[config.mk]
export PLATFORM = sky130hd
export DESIGN_NAME = spi_flash_sched
export DESIGN_NICKNAME = d
export VERILOG_FILES = /design/src/rtl/spi_flash_sched.sv
export SDC_FILE = /design/constraint.sdc
export NUM_CORES = 1
export LEC_CHECK = 0
export ABC_AREA = 0
export CAP_MARGIN = 20
export CORE_AREA = 2 2 104 106
export CTS_CLUSTER_DIAMETER = 80
export CTS_CLUSTER_SIZE = 25
export DETAILED_ROUTE_END_ITERATION = 16
export DIE_AREA = 0 0 106 108
export GPL_ROUTABILITY_DRIVEN = 0
export SLEW_MARGIN = 20
export SYNTH_ARGS = -nofsm -noshare
export SYNTH_HDL_FRONTEND = slang
export SYNTH_SLANG_ARGS = --single-unit
export TNS_END_PERCENT = 30
[constraint.sdc]
create_clock -name clk -period 2.4 [get_ports clk]
set_input_delay 0.48 -clock clk [delete_from_list [all_inputs] [get_ports clk]]
set_output_delay 0.48 -clock clk [all_outputs]
set_load 0.02 [all_outputs]
[src/rtl/spi_flash_sched.sv]
// Two-requester SPI flash command scheduler: round-robin grant, opcode + up to three
// response bytes through an external byte engine, watchdog abort and an inter-command gap.
module spi_flash_sched #(
  parameter int unsigned GAP_CYCLES = 2,
  parameter int unsigned TIMEOUT    = 255
) (
  input  logic        clk,
  input  logic        rst,
  input  logic [1:0]  req,
  input  logic [7:0]  opcode0,
  input  logic [7:0]  opcode1,
  input  logic [1:0]  rd_len0,
  input  logic [1:0]  rd_len1,
  output logic [1:0]  gnt,
  output logic [1:0]  done,
  output logic        err,
  output logic [23:0] rd_data,
  output logic        busy,
  output logic        chip_select,
  output logic        byte_start,
  output logic [7:0]  tx_byte,
  input  logic        byte_done,
  input  logic [7:0]  rx_byte
);

  localparam int unsigned WdW  = $clog2(TIMEOUT + 1);
  localparam int unsigned GapW = (GAP_CYCLES > 1) ? $clog2(GAP_CYCLES) : 1;
  localparam logic [WdW-1:0]  WdLast  = WdW'(TIMEOUT - 1);
  localparam logic [GapW-1:0] GapLast = GapW'(GAP_CYCLES - 1);

  typedef enum logic [2:0] {
    StIdle, StCsSetup, StSendOp, StWaitOp, StSendRx, StWaitRx, StCsHold, StGap
  } state_e;

  state_e          state_q, state_d;
  logic [1:0]      gnt_q, gnt_d;
  logic            err_q, err_d;
  logic            owner_q, owner_d;
  logic            last_q, last_d;
  logic [7:0]      op_q, op_d;
  logic [1:0]      len_q, len_d;
  logic [1:0]      rem_q, rem_d;
  logic [23:0]     acc_q, acc_d;
  logic [23:0]     rd_data_q, rd_data_d;
  logic [WdW-1:0]  wd_q, wd_d;
  logic [GapW-1:0] gap_q, gap_d;
  logic            win;

  // On a tie the requester that was not served last wins.
  assign win = (req == 2'b11) ? ~last_q : req[1];

  always_comb begin
    state_d   = state_q;
    gnt_d     = '0;
    err_d     = 1'b0;
    owner_d   = owner_q;
    last_d    = last_q;
    op_d      = op_q;
    len_d     = len_q;
    rem_d     = rem_q;
    acc_d     = acc_q;
    rd_data_d = rd_data_q;
    wd_d      = wd_q;
    gap_d     = '0;
    case (state_q)
      StIdle: begin
        if (req != 2'b00) begin
          gnt_d   = win ? 2'b10 : 2'b01;
          owner_d = win;
          last_d  = win;
          op_d    = win ? opcode1 : opcode0;
          len_d   = win ? rd_len1 : rd_len0;
          acc_d   = '0;
          state_d = StCsSetup;
        end
      end
      StCsSetup: state_d = StSendOp;
      StSendOp: begin
        // Counts cycles since byte_start, so the byte_start cycle itself is cycle 1.
        wd_d    = WdW'(1);
        state_d = StWaitOp;
      end
      StWaitOp: begin
        if (byte_done) begin
          if (len_q == 2'd0) begin
            state_d = StCsHold;
          end else begin
            rem_d   = len_q;
            state_d = StSendRx;
          end
        end else if (wd_q == WdLast) begin
          err_d   = 1'b1;
          state_d = StGap;
        end else begin
          wd_d = wd_q + 1'b1;
        end
      end
      StSendRx: begin
        wd_d    = WdW'(1);
        state_d = StWaitRx;
      end
      StWaitRx: begin
        if (byte_done) begin
          acc_d   = {acc_q[15:0], rx_byte};
          rem_d   = rem_q - 2'd1;
          state_d = (rem_q == 2'd1) ? StCsHold : StSendRx;
        end else if (wd_q == WdLast) begin
          err_d   = 1'b1;
          state_d = StGap;
        end else begin
          wd_d = wd_q + 1'b1;
        end
      end
      StCsHold: begin
        // A zero-length read leaves the previous response visible.
        if (len_q != 2'd0) rd_data_d = acc_q;
        state_d = StGap;
      end
      StGap: begin
        gap_d = gap_q + 1'b1;
        if (gap_q == GapLast) state_d = StIdle;
      end
      default: state_d = StIdle;
    endcase
  end

  always_ff @(posedge clk or posedge rst) begin
    if (rst) begin
      state_q   <= StIdle;
      gnt_q     <= '0;
      err_q     <= 1'b0;
      owner_q   <= 1'b0;
      last_q    <= 1'b1;
      op_q      <= '0;
      len_q     <= '0;
      rem_q     <= '0;
      acc_q     <= '0;
      rd_data_q <= '0;
      wd_q      <= '0;
      gap_q     <= '0;
    end else begin
      state_q   <= state_d;
      gnt_q     <= gnt_d;
      err_q     <= err_d;
      owner_q   <= owner_d;
      last_q    <= last_d;
      op_q      <= op_d;
      len_q     <= len_d;
      rem_q     <= rem_d;
      acc_q     <= acc_d;
      rd_data_q <= rd_data_d;
      wd_q      <= wd_d;
      gap_q     <= gap_d;
    end
  end

  assign gnt         = gnt_q;
  assign err         = err_q;
  assign rd_data     = rd_data_q;
  assign busy        = (state_q != StIdle);
  assign chip_select = !(state_q inside {StCsSetup, StSendOp, StWaitOp, StSendRx, StWaitRx});
  assign byte_start  = (state_q == StSendOp) || (state_q == StSendRx);
  assign tx_byte     = (state_q == StSendOp) ? op_q : 8'h00;
  assign done        = (state_q == StCsHold) ? (owner_q ? 2'b10 : 2'b01) : 2'b00;

endmodule

After elaboration in Yosys (flattened, before gate mapping)
Index checks and enable logic that the tools add are counted.
{ "op_classes": {"n_eq_ne": 17, "mux": 31, "n_addsub": 3, "reduce_logical": 19, "bitwise": 1} }
{ "ops": {"columns": ["operator", "n"], "rows": [
  ["24-bit 2-to-1 mux", 2],
  ["24-bit one-hot mux with 2 select lines", 1],
  ["8-bit 2-to-1 mux", 4],
  ["3-bit one-hot mux with 8 select lines", 1],
  ["2-bit 2-to-1 mux", 11],
  ["8-bit one-hot mux with 2 select lines", 1],
  ["3-bit 2-to-1 mux", 5],
  ["2-bit != test (second input constant)", 7],
  ["3-bit equality test (second input constant)", 4],
  ["2-bit nonzero test", 5],
  ["8-bit by 1-bit adder with 8-bit output (second input constant)", 1],
  ["8-bit equality test (second input constant)", 1],
  ["3-bit by 2-bit equality test with 1-bit output (second input constant)", 2],
  ["2-bit AND reduction", 3],
  ["3-bit AND reduction", 2],
  ["1-bit 2-to-1 mux", 5],
  ["5-bit nonzero test", 1],
  ["2-bit one-hot mux with 2 select lines", 1],
  ["4-bit AND reduction", 1],
  ["2-bit OR reduction", 2],
  ["3-bit by 1-bit equality test with 1-bit output (second input constant)", 1],
  ["3-bit zero test", 1],
  ["3-bit nonzero test", 1],
  ["2-bit by 1-bit equality test with 1-bit output (second input constant)", 1],
  ["other kinds (7)", 7]
]} }
{ "word_totals": {"output_inout_bits": 40, "register_bits": 77, "in_bits": 33} }

Depth between registers and ports, before layout
{ "depth": {"word_depth": 5, "mapped_depth": 8} }

Worst setup path after synthesis
Ideal clock, no wire load.
{ "synth_timing": {"path_kind": "register to output", "from": "register state_q[0]", "to": "output port done[1]", "t_arrival_ns": 1.256, "setup_slack_ns": 0.664, "required_time_ns": 1.920, "path_buffers": 2, "stages_incl_launch_ff": 4, "cell_sequence": "dfrtp_1 buf_2 clkbuf_1 nor3b_1"} }
{ "synth_between": {"elab_chain_cells": 2} }
{ "synth_lines": {"columns": ["item", "line_no", "text"], "rows": [
  ["start: declaration", "35", "state_e state_q, state_d;"],
  ["start signal: assignment", "129", "state_q <= StIdle;"],
  ["start signal: assignment", "142", "state_q <= state_d;"],
  ["3-bit equality test", "164", "assign done = (state_q == StCsHold) ? (owner_q ? 2'b10 : 2'b01) : 2'b00;"],
  ["2-bit 2-to-1 mux", "164", null],
  ["end: declaration", "15", "output logic [1:0] done,"]
]} }
Every way passes these cells.

Worst setup path in the final report
{ "layout_timing": {"from": "register state_q[2]", "to": "output port done[1]"} }
Same word-level chain as after synthesis.

==> results.toml <==
[cts]
ctsRootBufferMaster = "clkbuf_8"
total_clock_buffers_created_by_cts = 9
cts.sinks = 77
h-tree-depth = 3
clkTransAtPathRegs_ps = 80
clockBufferDepth = 2
clock_tree_from_tritoncts = "yes"
worst_skew_pair.late_latency_ps = 350
cts_hold_buffers = 0

[pwr]
power.static_leakage_nw = 2.04
irDropWorstVdd_uv = 359
power.density_nw_per_um2 = 1030

[global_route]
globalRouteTotalUtil_pct = 14.0
antenna_found_initial = 0
gr-total-overflow = 0
grt_first_pass_wirelength_mm = 12.7
vias_in_the_first_global_route = 2575
pin_count_of_the_biggest_net_entering_global_routing = 49

[sta]
finalCritPeriodShare_pct = 95.4
hold_slack_ps = 474
finalCriticalPeriod_ps = 2290
slew-limit-headroom_pct = 57.6
timing.setup.tns_ps = 0
unrepaired_setup_endpoints_after_global_routing = "no"
hold_viol_final = 0
tightestPinTransition_ps = 635
fin_skew_ps = 8.99
setup_viol = 0
max_freq_mhz = 437
slew_violations = 0

[synth]
seq_area_frac_synth_pct = 55.9
syn_nets = 360
post_synth_instance_area_um2 = 3450
synth.yosys.warnings = 0
synth_edf_count = 0
yosys_register_bits = 77
ys_types = 46
synthArstFlopShare_pct = 100
synthesis.instances = 324
synthesis.area_per_instance_um2 = 10.6
synth_top_flop_cell = "dfrtp_1"

[setup_path]
worstReg2RegEnd = "wd_q[4]$_DFFE_PP0P_"
worst_r2r_startpoint = "state_q[1]$_DFFE_PP0P_"
timing_worst_setup_path_type = "reg -> out"
worstRegToRegCells = 5
worst_setup_path_start_kind = "register"
setup.worst_path.end_class = "primary output"
reg2reg_setup_slack_ps = 590
worstPathArrival_ps = 1810
required_ps = 1920
worst-path-max-fanout = 10

[die]
fp-row-count = 37
start_util_pct = 33.7
dieWidth_um = 106
ios = 73
die_area_um2 = 11400
die-height_um = 108
placeableCoreArea_um2 = 10200

[routing]
num_vias = 2549
drt_first_pass_iters = 4
vias_per_cell = 4.69
ant_nets = 0
post-route-drc-count = 0
first_iter_violations = 79
wl_mm = 7.45
avgRoutedWirePerCell_um = 13.7

[layout]
finish.net_count = 439
multiInputGateArea_um2 = 1400
filler_cell_count = 982
synthToLayoutAreaGrowth_pct = 32.0
ff_latch_area_um2 = 1930
drive_above_1_share_pct = 15.2
antenna_cells = 0
final_area_um2 = 4550

[placed_design]
place_hpwl_mm = 5.22
placement.io_buffers = 72
placedInstanceArea_um2 = 4380

[run_status]
run_status = "complete, no violations"

[flow_run]
number_of_max_cap_violations = 0

[min_path]
worst_hold_path_type = "reg -> reg"
worstHoldPathCells = 2
timing.hold.worst.start = "op_q[3]$_DFFE_PP0P_"
hold_path_end = "op_q[3]$_DFFE_PP0P_"
==> metrics by stage <==
stage               util [%]  total power, W  instances  setup slack [ps]
floorplan                  -         0.00317        324               664
global placement        42.8         0.00383        528               242
detailed placement      42.8         0.00387        528               189
CTS                     44.5         0.00474        544              47.2
global route            44.5         0.00503        544              32.5
finish                  44.5         0.00468        544               111
==> how the worst max path moves through the flow <==
stage | to | start
after floorplan | done[1] | state_q[0]$_DFFE_PP0P_
after global placement | tx_byte[3] | state_q[2]$_DFFE_PP0P_
after detailed placement | tx_byte[0] | state_q[2]$_DFFE_PP0P_
after CTS | busy | state_q[0]$_DFFE_PP0P_
after global routing | done[1] | state_q[2]$_DFFE_PP0P_
final | done[1] | state_q[2]$_DFFE_PP0P_
==> sequential cells by signal, summed over array words and instances, names as in the netlist, 2 cells and up <==
signal   flops
state_q      3
wd_q         8
gnt          2
rd_data     24
op_q         8
acc_q       24
len_q        2
rem_q        2
==> cells by family (layout without fill, tap and decap cells) <==
logic type / Yosys count / after routing / share of synthesized area, %
adder cells (fa/ha/maj): 3 / 3 / 1.09
flip-flops: 77 / 77 / 55.9
buffers and inverters: 26 / 110 / 3.77
multiplexers: 34 / 34 / 10.7
AO/OA/AOI/OAI: 73 / 73 / 12.7
AND/OR/NAND/NOR: 108 / 108 / 14.8
XOR/XNOR: 3 / 3 / 0.980
==> power by group <==
group	total (W)	switching [W]	leakage, nW	internal, W
combinational	0.00184	0.00103	0.934	0.000811
sequential	0.00196	0.000288	1.03	0.00167
clock	0.000881	0.000477	0.0815	0.000404
==> layout make-up <==
cell class / count / share of cell area (%)
Clock buffer: 11 / 3.11
Multi-Input combinational cell: 221 / 30.8
Tap cell: 136 / 3.74
Timing Repair Buffer: 85 / 18.3
Inverter: 9 / 0.825
Clock inverter: 5 / 0.797
Sequential cell: 77 / 42.4
==> placed cells by master, fill, tap and decap left out, drive strengths merged, types with 8 or more instances in the layout <==
| cell type | synthesis | final |
|---|---|---|
| o21ai | 40 | 40 |
| a21oi | 12 | 12 |
| clkdlybuf4s50 | 0 | 61 |
| clkbuf | 6 | 11 |
| dlygate4sd2 | 0 | 10 |
| dfrtp | 76 | 76 |
| nand2 | 62 | 62 |
| nor2 | 11 | 11 |
| buf | 11 | 13 |
| mux2 | 24 | 24 |
| inv | 9 | 8 |
| mux2i | 10 | 10 |
| and2 | 11 | 11 |
==> layer usage <==
layer / global-route usage (%) / vias up / wire, um
li1: - / 1278 / -
met1: 19.5 / 1198 / 3720
met2: 21.0 / 67 / 3270
met3: 4.10 / 6 / 376
met4: 4.51 / 0 / 93
met5: 0 / - / 0
==> cell usage after synthesis, types with 4 or more instances <==
| cell type | instances | area (um^2) |
|---|---|---|
| and2_1 | 11 | 68.8 |
| nor3_1 | 4 | 20.0 |
| nand2_1 | 61 | 229 |
| o21ai_0 | 34 | 170 |
| nor2_1 | 11 | 41.3 |
| mux2_2 | 24 | 270 |
| inv_1 | 9 | 33.8 |
| mux2i_1 | 10 | 100 |
| buf_2 | 5 | 25.0 |
| dfrtp_1 | 76 | 1900 |
| buf_4 | 5 | 37.5 |
| a21oi_1 | 12 | 60.1 |
| clkbuf_1 | 6 | 22.5 |
| o21ai_1 | 6 | 30.0 |
==> critical path, stage by stage (launching register included) <==
cell and delay (ps):
dfrtp_2 490, nand2_2 140, nor3b_1 200, clkdlybuf4s50_1 630
==> what timing repair did <==
item                                    CTS  global route
endpoints found under the hold margin     0             0
endpoints found under the setup margin   12             1
gates resized for setup                  12             1
gates cloned                              0             0
setup buffers                             0             0
No activity file was read; power rests on OpenSTA's default activity.
